## config.mk

```make
export PLATFORM = sky130hd
export DESIGN_NAME = priority_encoder_8_to_3
export DESIGN_NICKNAME = d
export VERILOG_FILES = /design/src/rtl/priority_encoder_8_to_3.sv
export SDC_FILE = /design/constraint.sdc
export NUM_CORES = 1
export LEC_CHECK = 0
export BUFFER_PORTS_ARGS = -buffer_cell sky130_fd_sc_hd__buf_2
export CAP_MARGIN = 20
export CELL_PAD_IN_SITES_DETAIL_PLACEMENT = 1
export CELL_PAD_IN_SITES_GLOBAL_PLACEMENT = 1
export CORE_UTILIZATION = 34
export DETAILED_ROUTE_END_ITERATION = 8
export PLACE_DENSITY = 0.72
export SKIP_CTS_REPAIR_TIMING = 1
export SYNTH_ARGS = -nofsm -noshare
export SYNTH_HDL_FRONTEND = slang
export SYNTH_SLANG_ARGS = --single-unit
```

## constraint.sdc

```tcl
create_clock -name clk -period 1.3 [get_ports clk]
set_input_delay 0 -clock clk [delete_from_list [all_inputs] [get_ports clk]]
set_output_delay 0 -clock clk [all_outputs]
set_load 0.02 [all_outputs]
```

## src/rtl/priority_encoder_8_to_3.sv

```systemverilog
// Registered 8-to-3 priority encoder: rising edges on d are captured as pending and granted one at a time over a valid/ack handshake.
// Define PRIORITY_ENCODER_RR_EN for round-robin selection; the default build uses fixed highest-index priority.
module priority_encoder_8_to_3 (
    input  logic       clk,
    input  logic       rst_n,
    input  logic [7:0] d,
    input  logic       en,
    input  logic       ack,
    output logic [2:0] a,
    output logic       valid,
    output logic [7:0] pend,
    output logic       ovf
);

    typedef enum logic {
        S_IDLE  = 1'b0,
        S_VALID = 1'b1
    } state_t;

    state_t     r_state;
    state_t     w_stateNext;
    logic [7:0] r_dPrev;
    logic [7:0] r_pend;
    logic [2:0] r_a;
    logic       r_valid;
    logic       r_ovf;

    logic [7:0] w_edge;
    logic [7:0] w_clr;
    logic [7:0] w_pendNext;
    logic       w_ovfNext;
    logic       w_grant;
    logic [2:0] w_sel;
    logic [2:0] w_aNext;
    logic       w_validNext;

    // An ack clears the granted bit, but a new edge on that same bit in the same cycle re-sets it.
    always_comb begin
        w_edge = d & ~r_dPrev;
        w_clr  = 8'h00;
        if ((r_state == S_VALID) && ack) begin
            w_clr[r_a] = 1'b1;
        end
        w_pendNext = r_pend & ~w_clr;
        if (en) begin
            w_pendNext = w_pendNext | w_edge;
        end
        w_ovfNext = en & (|(w_edge & r_pend & ~w_clr));
    end

    always_ff @(posedge clk or negedge rst_n) begin
        if (!rst_n) begin
            r_dPrev <= 8'h00;
            r_pend  <= 8'h00;
            r_ovf   <= 1'b0;
        end else begin
            r_dPrev <= d;
            r_pend  <= w_pendNext;
            r_ovf   <= w_ovfNext;
        end
    end

`ifdef PRIORITY_ENCODER_RR_EN
    logic [2:0] r_last;
    logic [2:0] w_idx;

    // Scan offsets from far to near so the nearest set bit after the last grant is written last.
    always_comb begin
        w_sel = 3'd0;
        w_idx = 3'd0;
        for (int i = 7; i >= 0; i--) begin
            w_idx = r_last + 3'd1 + i[2:0];
            if (r_pend[w_idx]) begin
                w_sel = w_idx;
            end
        end
    end

    always_ff @(posedge clk or negedge rst_n) begin
        if (!rst_n) begin
            r_last <= 3'd7;
        end else if (w_grant) begin
            r_last <= w_sel;
        end
    end
`else
    always_comb begin
        w_sel = 3'd0;
        for (int i = 0; i < 8; i++) begin
            if (r_pend[i]) begin
                w_sel = i[2:0];
            end
        end
    end
`endif

    always_ff @(posedge clk or negedge rst_n) begin
        if (!rst_n) begin
            r_state <= S_IDLE;
            r_a     <= 3'd0;
            r_valid <= 1'b0;
        end else begin
            r_state <= w_stateNext;
            r_a     <= w_aNext;
            r_valid <= w_validNext;
        end
    end

    always_comb begin
        w_grant     = 1'b0;
        w_stateNext = r_state;
        case (r_state)
            S_IDLE: begin
                if (en && (|r_pend)) begin
                    w_grant     = 1'b1;
                    w_stateNext = S_VALID;
                end
            end
            S_VALID: begin
                if (ack) begin
                    w_stateNext = S_IDLE;
                end
            end
            default: w_stateNext = S_IDLE;
        endcase
    end

    // The code is held for the whole VALID phase; only a fresh grant loads a new one.
    always_comb begin
        w_aNext     = r_a;
        w_validNext = (w_stateNext == S_VALID);
        if (w_grant) begin
            w_aNext = w_sel;
        end
    end

    assign a     = r_a;
    assign valid = r_valid;
    assign pend  = r_pend;
    assign ovf   = r_ovf;

endmodule
```

Word-level counts from Yosys, hierarchy flattened
Index checks and enable logic that the tools add are counted.

Register bits after elaboration: 21. Bits of input ports: 12. Output and inout port bits: 13. Word-level logic and storage cells: 36.

$lt $le $gt $ge: 2. Multiplexer cells: 15. Bitwise gates (word level): 9. Reductions and logical operators: 5.

Operator list (number): 8-bit AND (4); 3-bit 2-to-1 mux (6); 8-bit 2-to-1 mux (2); 8-bit inverter (2); 8-bit OR reduction (2); 8-bit bitwise OR (1); 1-bit 2-to-1 mux (5); 3-bit by 4-bit less-than comparator with 1-bit output (second input constant) (1); 1-bit demux with 3-bit select (1); 3-bit by 1-bit >= comparator with 1-bit output (second input constant) (1); 1-bit logical AND (3); 1-bit one-hot mux with 2 select lines (1); 1-bit AND (1); 1-bit inverter (1).

Logic depth before layout (Yosys ltp)
Gate-level depths: netlist (run 1).

Depth after elaboration: 9. Mapped depth: 5. Mapped depth without buffers: 5.

Worst setup path before layout (run 1)
No wires, ideal clock.

Kind: register to register. From: register r_a[0], in the netlist a[0]. To: register r_ovf, in the netlist ovf. Library setup time: 0.129 ns. Data arrival time: 1.375 ns. Required time: 1.171 ns. Path slack: -0.205 ns. Stages on the path, launching flop included: 6. Path buffers: 0. Clock period less this slack: 1.505 ns. Cell sequence: dfrtp_1 and2b_2 nand2_2 a32oi_1 o221ai_1 o41a_1.

Cells in the longest elaborated chain, start to end: 9. Elaborated cells between the ends (all ways): 10. Those cells by class: order compare: 2; mux: 3; bitwise: 3; reduce/logical: 2.

RTL lines: start, declared (line 24) `logic [2:0] r_a;`; start signal, assigned (line 104) `r_a <= w_aNext;`; 3-bit by 4-bit less-than comparator with 1-bit output (implied by the code) / 3-bit by 1-bit >= comparator with 1-bit output (equally long branches) (line 42) `w_clr[r_a] = 1'b1;`; 1-bit logical AND (implied by the code) (line 42); 1-bit 2-to-1 mux (implied by the code) (line 42); 1-bit demux with 3-bit select (*) (line 42); 8-bit 2-to-1 mux (*) (line 41) `if ((r_state == S_VALID) && ack) begin`; 8-bit inverter (*) (line 48) `w_ovfNext = en & (|(w_edge & r_pend & ~w_clr));`; 8-bit AND (*) (line 48); 8-bit OR reduction (*) (line 48); 1-bit AND (*) (line 48); named net w_ovfNext (line 31) `logic w_ovfNext;`; end signal, assigned (line 59) `r_ovf <= w_ovfNext;`; end, declared (line 26) `logic r_ovf;`.

The timed path passes the listed nets; every way through them passes the cells marked *. A chain may end at the register's enable or synchronous reset.

Worst setup path in the final report (run 1)
Same ends and word-level chain as after synthesis.

==> impl_metrics.py, run 1 <==
metrics = {
    "outcome": {
        "status": "finished with violations",
        "violations": "hold timing, setup timing",
    },
    "routing": {
        "wl_per_cell_um": 15.10,
        "via_count": 833,
        "vias_per_cell": 5.142,
        "drc": 0,
        "routed_wl_mm": 2.446,
        "first_iter_violations": 4,
        "drtAntennaViolNets": 0,
        "first_pass_iters": 3,
    },
    "flow_run": {
        "maxCapViolCount": 0,
    },
    "clocking": {
        "cts_made_buffers": 3,
        "cts.clk_slew.worst_paths_ns": 0.12,
        "cts_buffer_depth": 2,
        "cts.sinks": 21,
        "insertion_delay_ns": 0.31,
        "root_buffer": "clkbuf_4",
        "cts_tree": "done",
        "cts_max_level": 1,
    },
    "die": {
        "dieArea_um2": 2833,
        "dieWidth_um": 53.23,
        "num_io_pins": 25,
        "core-area_um2": 2477,
        "core.rowCount": 18,
        "dieHeight_um": 53.23,
        "initial_core_util": 0.3601,
    },
    "yosys": {
        "synth_fp_nets": 94,
        "synth.distinct_cells": 27,
        "synth_edf_count": 0,
        "synthCells": 82,
        "netlist.area_leader.share": 0.5891,
        "avgSynthCellArea_um2": 10.88,
        "synth_most_common_cell": "dfrtp_1",
        "ys_ff_latch": 21,
        "yosys-top-cells-count": "dfrtp_1, nand2_1, nor2_1, a21oi_1, inv_1",
        "syn_area_um2": 892.1,
        "async_flop_share": 1.000,
        "post-synth-top-area-cell": "dfrtp_1",
        "synth_ff_type": "dfrtp_1",
        "synth.area.top_cells": "dfrtp_1, nand2_1, a21oi_1, nor2_1, o21ai_0",
        "ys_warn_count": 0,
        "seq_area_frac_synth": 0.5891,
    },
    "worst_setup_path": {
        "crit_path_cell_trace": "and2b_2, nand2_2, a32oi_1, o221ai_1, o41a_1",
        "critical_path.slowest_cell": "dfrtp_2",
        "critPathTopFamily": "compound AO/OA/AOI/OAI gates",
        "cp_max_fo": 6,
        "crit_path_end_kind": "register",
        "required_ns": 1.49,
        "cp.arrival_ns": 1.72,
        "startpoint_type": "register",
        "worstSetupPathType": "register to register",
        "slowest_delay_ns": 0.45,
        "path_buf_inv": 0,
    },
    "layout": {
        "nNetsFinal": 145,
        "final_cells": 162,
        "syn_to_final_growth_pct": 44.88,
        "n_antenna_cell": 0,
        "fillers": 306,
        "utilization": 0.5217,
        "postLayoutCellArea_um2": 1292,
        "drive_above_1_share": 0.4015,
    },
    "timing": {
        "fin_skew_ns": 0.006221,
        "holdWs_ns": -0.01794,
        "relSlewSlack": 0.6876,
        "postLayoutSetupSlackWorst_ns": -0.2299,
        "hold_viol_final": 1,
        "finalMaxSlewViolations": 0,
        "fmax_ghz": 0.6536,
        "post-route-period-util": 1.177,
        "finalSetupViolations": 4,
        "grt_setup_unrepaired": "yes",
        "worstMarginPinSlew_ns": 0.4687,
        "fin_setup_tns_ns": -0.3431,
        "post-route-min-period_ns": 1.530,
    },
    "grt": {
        "grt_usage": 0.1897,
        "globalRoute.totalOverflow": 0,
        "first_global_vias": 826,
        "grt_pass1_wl_mm": 3.643,
        "antenna_found_initial": 0,
        "grt_max_degree": 22,
    },
    "power_and_ir_drop": {
        "leakagePower_uw": 0.0005800,
        "p_total_uw": 1932,
        "irDropWorstVdd_uv": 822.4,
        "power_density_nw_per_um2": 1495,
    },
    "place": {
        "post-place-cells": 146,
        "dpl.hpwl_mm": 1.696,
        "place_congestion": 0.8305,
        "dpl_cell_area_um2": 1140,
        "port_buffers": 24,
    },
    "min_path": {
        "min_path_type": "primary input to register",
    },
}
## routing by layer
| metal | up-vias | GRT usage | wire length (µm) | share of wire |
|---|---|---|---|---|
| li1 | 393 | - | - | - |
| met1 | 415 | 0.2210 | 1124 | 0.46 |
| met2 | 19 | 0.3125 | 1182 | 0.48 |
| met3 | 6 | 0.03736 | 87 | 0.036 |
| met4 | 0 | 0.1228 | 52 | 0.021 |
| met5 | - | 0 | 0 | 0 |
## cell families after synthesis
group	count (synthesis)	share of synthesized area
AO/OA/AOI/OAI	19	0.1585
buffers and inverters	5	0.02104
flip-flops	21	0.5891
AND/OR/NAND/NOR	37	0.2314
## registers in the layout, summed over array words and instances, names as in the netlist
signal   count
a            3
pend         8
ovf          1
r_dPrev      8
valid        1
## cells in the final DEF, fill, tap and decap left out
cell type / netlist / routed
inv_1: 5 / 5
a21oi_1: 5 / 5
nor2b_1: 3 / 3
nand3_1: 2 / 2
buf_2: 0 / 24
dlygate4sd3_1: 0 / 10
dfrtp_1: 21 / 16
nand2b_1: 3 / 3
clkbuf_1: 0 / 1
o21bai_1: 1 / 1
a22o_2: 1 / 1
and3b_2: 1 / 1
dfrtp_2: 0 / 5
o41a_1: 1 / 1
nand2_2: 1 / 1
nor3_1: 2 / 2
and2b_2: 1 / 1
a32o_1: 1 / 1
nand2_1: 11 / 11
nand4_1: 1 / 1
and3_4: 1 / 1
o21ai_0: 4 / 4
a21o_2: 2 / 2
nor3b_1: 2 / 2
buf_4: 0 / 12
nand3b_1: 2 / 2
nor2_1: 6 / 6
a311oi_4: 0 / 1
a32oi_1: 1 / 1
clkbuf_4: 0 / 3
a21boi_1: 1 / 1
o221ai_1: 1 / 1
nor4_4: 0 / 1
## worst reg2reg max path: cells and delay by family, from the launching register on
family,cells,cell delay [ns]
AND/OR/NAND/NOR,2,0.31
flip-flops,1,0.45
AO/OA/AOI/OAI,3,0.65
## per-stage QoR
stage               hold WS (ns)  setup WS (ns)
floorplan                -0.2956        -0.1658
global placement        -0.01785        -0.1470
detailed placement      -0.01471        -0.2211
CTS                      -0.3627        -0.2579
global route            0.009088        -0.2655
finish                  -0.01794        -0.2299
## final timing paths
kind / startpoint / cells past startpoint / to / slack, ns
max in group asynchronous: rst_n / 2 / a[2] / 0.79
worst max-delay path: a[0] / 5 / ovf / -0.23
worst min-delay path: ack / 3 / valid / -0.02
worst min register to register: pend[0] / 2 / pend[0] / 0.55
min in group asynchronous: rst_n / 2 / a[1] / 0.16
worst max register to register: a[0] / 5 / ovf / -0.23
## cell type report
class / instances / area, µm² / area share
clock buffers: 4 / 26.28 / 0.02033
inverters: 5 / 18.77 / 0.01452
multi-input cells: 56 / 367.9 / 0.2846
flip-flops and latches: 21 / 531.8 / 0.4114
well taps: 30 / 37.54 / 0.02904
repair buffers: 46 / 310.3 / 0.2401
## power by group
| part | switching (µW) | internal (µW) |
|---|---|---|
| Sequential | 110 | 762 |
| Combinational | 387 | 356 |
| Clock | 198 | 120 |
Power figures use the tool's default switching activity.
==> run 2, diff against run 1 <==
- REMOVE_ABC_BUFFERS: not set -> 1
==> impl_metrics.py, run 2 (same netlist as run 1, synthesis figures left out) <==
metrics = {
    "timing": {
        "worstMarginPinSlew_ns": 0.4842,
        "finalMaxSlewViolations": 0,
        "post-route-period-util": 1.160,
        "postLayoutSetupSlackWorst_ns": -0.2078,
        "fin_skew_ns": 0.006331,
        "holdWs_ns": -0.01956,
        "post-route-min-period_ns": 1.508,
        "grt_setup_unrepaired": "yes",
        "finalSetupViolations": 2,
        "hold_viol_final": 2,
        "relSlewSlack": 0.6772,
        "fmax_ghz": 0.6632,
    },
    "layout": {
        "syn_to_final_growth_pct": 44.32,
        "multi_input_area_um2": 370.4,
        "nNetsFinal": 145,
        "n_antenna_cell": 0,
        "drive_above_1_share": 0.3864,
        "utilization": 0.5197,
        "layout_common_cells": "buf_2, dfrtp_1, buf_4",
        "seqCellArea_um2": 525.5,
        "fillers": 296,
        "final_common_cell": "buf_2",
        "final_cells": 162,
    },
    "routing": {
        "routed_wl_mm": 2.364,
        "first_iter_violations": 10,
        "drtAntennaViolNets": 0,
        "via_count": 796,
        "wl_per_cell_um": 14.59,
        "drc": 0,
        "first_pass_iters": 4,
        "vias_per_cell": 4.914,
    },
    "worst_setup_path": {
        "worstSetupPathType": "register to register",
        "critical_path.slowest_cell": "dfrtp_1",
        "startpoint_type": "register",
        "path_buf_inv": 0,
        "r2r_slack_ns": -0.21,
        "crit_path_cell_trace": "and2b_2, nand2_2, a32oi_1, o221ai_1, o41a_1",
        "worst-r2r-cell-count": 5,
        "crit_path_end_kind": "register",
        "critPathTopFamily": "compound AO/OA/AOI/OAI gates",
        "slowest_delay_ns": 0.42,
        "cp_max_fo": 4,
        "cp.arrival_ns": 1.70,
        "r2r_start": "a[0]",
        "required_ns": 1.49,
        "timing.rr.end": "ovf",
    },
    "clocking": {
        "cts.sinks": 21,
        "insertion_delay_ns": 0.31,
        "cts_tree": "done",
        "cts_made_buffers": 3,
        "cts_max_level": 1,
        "cts_buffer_depth": 2,
        "cts.clk_slew.worst_paths_ns": 0.12,
        "root_buffer": "clkbuf_4",
    },
    "die": {
        "dieHeight_um": 53.23,
        "dieArea_um2": 2833,
        "core.rowCount": 18,
        "initial_core_util": 0.3601,
        "num_io_pins": 25,
        "core-area_um2": 2477,
        "dieWidth_um": 53.23,
    },
    "grt": {
        "grt_pass1_wl_mm": 3.574,
        "grt_max_degree": 22,
        "antenna_found_initial": 0,
        "grt_usage": 0.1860,
        "globalRoute.totalOverflow": 0,
        "first_global_vias": 760,
    },
    "min_path": {
        "min_path_type": "primary input to register",
        "min_to": "valid",
        "min_from": "ack",
        "holdPathStages": 3,
    },
    "outcome": {
        "status": "finished with violations",
        "violations": "hold timing, setup timing",
    },
    "power_and_ir_drop": {
        "leakagePower_uw": 0.0005881,
        "irDropWorstVdd_uv": 885.4,
        "p_total_uw": 1890,
        "power_density_nw_per_um2": 1468,
    },
    "place": {
        "post-place-cells": 148,
        "dpl.hpwl_mm": 1.774,
        "place_congestion": 0.8906,
        "port_buffers": 24,
    },
    "flow_run": {
        "maxCapViolCount": 0,
    },
}
==> run 2: cell types whose count changed in the layout (fill, tap and decap cells not counted) <==
cell | previous run | this run
dfrtp_1 | 16 | 21
nor2b_2 | 0 | 1
nor2b_1 | 3 | 2
clkinv_2 | 0 | 1
clkbuf_1 | 1 | 0
buf_4 | 12 | 13
dfrtp_2 | 5 | 0
dlygate4sd3_1 | 10 | 9
==> run 2: per-layer routing <==
layer / part of all wire / global-route usage
met2: 0.48 / 0.2938
met4: 0.0097 / 0.07895
met3: 0.039 / 0.02586
met5: 0 / 0
met1: 0.47 / 0.2509
==> run 2: final cells by class <==
class / count / area share
clock buffers: 3 / 0.01749
clock inverters: 1 / 0.003887
inverters: 5 / 0.01458
multi-input cells: 56 / 0.2877
flip-flops and latches: 21 / 0.4082
well taps: 30 / 0.02915
repair buffers: 46 / 0.2391
==> run 2: worst max path at each step <==
stage | startpoint | endpoint | slack (ns) | depth (start not counted)
6_report | a[0] | ovf | -0.21 | 5
5_1_grt | a[0] | ovf | -0.29 | 5
4_1_cts | a[0] | ovf | -0.20 | 5
3_5_place_dp | a[0] | ovf | -0.18 | 5
3_3_place_gp | a[0] | ovf | -0.11 | 5
2_1_floorplan | a[0] | ovf | -0.20 | 5
==> run 2: worst reg2reg max path, delay by kind of cell, from the launching register on <==
kind,cells,cell delay [ns]
flops,1,0.42
simple gates,2,0.30
compound gates,3,0.67
==> run 2: metrics by stage <==
step	setup WS (ns)	cell area (µm²)	TNS, ns	hold WS [ns]
floorplan	-0.2048	892.1	-0.3405	-0.2956
global placement	-0.1073	1140	-0.2327	-0.02043
detailed placement	-0.1772	1140	-0.5402	-0.01151
CTS	-0.2001	1167	-0.6793	-0.3568
global route	-0.2920	1287	-0.5743	-0.003463
finish	-0.2078	1287	-0.2365	-0.01956
==> run 2: where the power goes <==
group	switching, µW	internal, µW
Clock	205	115
Combinational	392	326
Sequential	99.3	753
==> run 3, diff against run 2 <==
- CORE_MARGIN: not set -> 2
==> impl_metrics.py, run 3 (same netlist as run 1, synthesis figures left out) <==
metrics = {
    "outcome": {
        "status": "finished with violations",
        "violations": "setup timing",
    },
    "timing": {
        "finalMaxSlewViolations": 0,
        "hold_viol_final": 0,
        "worstMarginPinSlew_ns": 0.4628,
        "finalSetupViolations": 3,
        "post-route-period-util": 1.165,
        "postLayoutSetupSlackWorst_ns": -0.2148,
        "relSlewSlack": 0.6915,
        "grt_setup_unrepaired": "yes",
        "fin_skew_ns": 0.01134,
        "post-route-min-period_ns": 1.515,
        "fmax_ghz": 0.6602,
    },
    "layout": {
        "postLayoutCellArea_um2": 1324,
        "utilization": 0.5343,
        "final_common_cell": "buf_2",
        "fillers": 294,
        "drive_above_1_share": 0.3897,
        "syn_to_final_growth_pct": 48.39,
        "layout_common_cells": "buf_2, dfrtp_1, buf_4",
        "nNetsFinal": 149,
        "n_antenna_cell": 0,
    },
    "worst_setup_path": {
        "worstSetupPathType": "register to register",
        "timing.rr.end": "ovf",
        "r2r_slack_ns": -0.21,
        "cp_max_fo": 4,
        "crit_path_end_kind": "register",
        "worst-r2r-cell-count": 6,
        "r2r_start": "valid",
        "required_ns": 1.49,
        "startpoint_type": "register",
        "cp.arrival_ns": 1.70,
    },
    "grt": {
        "first_global_vias": 845,
        "grt_max_degree": 22,
        "antenna_found_initial": 0,
        "grt_pass1_wl_mm": 4.091,
        "grt_usage": 0.1734,
        "globalRoute.totalOverflow": 0,
    },
    "power_and_ir_drop": {
        "p_total_uw": 1963,
        "swShare": 0.3665,
        "p_switching_uw": 719.5,
        "leakagePower_uw": 0.0006029,
        "power_density_nw_per_um2": 1483,
        "clkPwrFrac": 0.159,
        "p_comb_frac": 0.403,
        "irDropWorstVdd_uv": 969.6,
        "intPower_uw": 1244,
        "pwr-share-seq": 0.439,
    },
    "die": {
        "num_io_pins": 25,
        "core.rowCount": 18,
        "initial_core_util": 0.3601,
        "dieWidth_um": 55.23,
        "dieHeight_um": 55.23,
        "dieArea_um2": 3050,
        "core-area_um2": 2477,
    },
    "place": {
        "port_buffers": 24,
        "place_congestion": 0.8710,
        "dpl.hpwl_mm": 1.888,
        "dpl_cell_area_um2": 1140,
    },
    "min_path": {
        "min_path_type": "primary input to register",
        "min_from": "en",
        "holdPathStages": 3,
        "min_to": "pend[1]",
    },
    "clocking": {
        "cts.sinks": 21,
        "cts.clk_slew.worst_paths_ns": 0.12,
        "insertion_delay_ns": 0.30,
        "cts_buffer_depth": 2,
        "cts_tree": "done",
        "cts_max_level": 1,
        "cts_made_buffers": 3,
        "root_buffer": "clkbuf_4",
    },
    "routing": {
        "drc": 0,
        "first_pass_iters": 4,
        "drtAntennaViolNets": 0,
        "wl_per_cell_um": 16.20,
        "via_count": 826,
        "routed_wl_mm": 2.690,
        "vias_per_cell": 4.976,
        "first_iter_violations": 12,
    },
    "flow_run": {
        "maxCapViolCount": 0,
    },
}
run 3: metrics by stage:
stage | std cells | hold WS, ns | worst slack, ns | setup TNS [ns]
after global placement | 148 | -0.01596 | -0.1100 | -0.2842
final | 166 | 0.005569 | -0.2148 | -0.2617
after detailed placement | 148 | -0.01829 | -0.1946 | -0.5206
after floorplan | 82 | -0.2956 | -0.2048 | -0.3405
after global routing | 166 | 0.01491 | -0.2835 | -0.6504
after CTS | 152 | -0.3614 | -0.2042 | -0.5795
run 3: worst max-delay path by stage:
stage               startpoint  endpoint  slack, ns  cells after the start
global placement          a[0]       ovf      -0.11                      5
finish                   valid       ovf      -0.21                      6
floorplan                 a[0]       ovf      -0.20                      5
CTS                       a[0]       ovf      -0.20                      5
detailed placement        a[0]       ovf      -0.19                      5
global route             valid       ovf      -0.28                      6
run 3: critical path, cell delays in order, from the launching register on:
cell	delay (ns)
dfrtp_1	0.42
and3_4	0.23
buf_4	0.11
nand3_1	0.08
nand2_1	0.13
nor3b_1	0.07
o41a_1	0.35
run 3: routing by layer:
layer,wire (µm),track usage
met5,0,0
met3,91,0.02108
met2,1414,0.3061
met4,12,0.06272
met1,1171,0.2167
run 3: power by group through the flow:
stage / clock, µW / sequential, µW / combinational, µW
after floorplan: 0 / 983 / 201
after global placement: 0 / 842 / 661
after detailed placement: 0 / 857 / 687
after CTS: 324 / 843 / 689
after global routing: 353 / 873 / 852
final: 312 / 861 / 791
run 3: area by class of cell:
class | instances | area (µm²) | area share
well taps | 30 | 37.54 | 0.02836
clock buffers | 4 | 26.28 | 0.01985
repair buffers | 50 | 342.8 | 0.2590
multi-input cells | 56 | 372.9 | 0.2817
flip-flops and latches | 21 | 525.5 | 0.3970
inverters | 5 | 18.77 | 0.01418
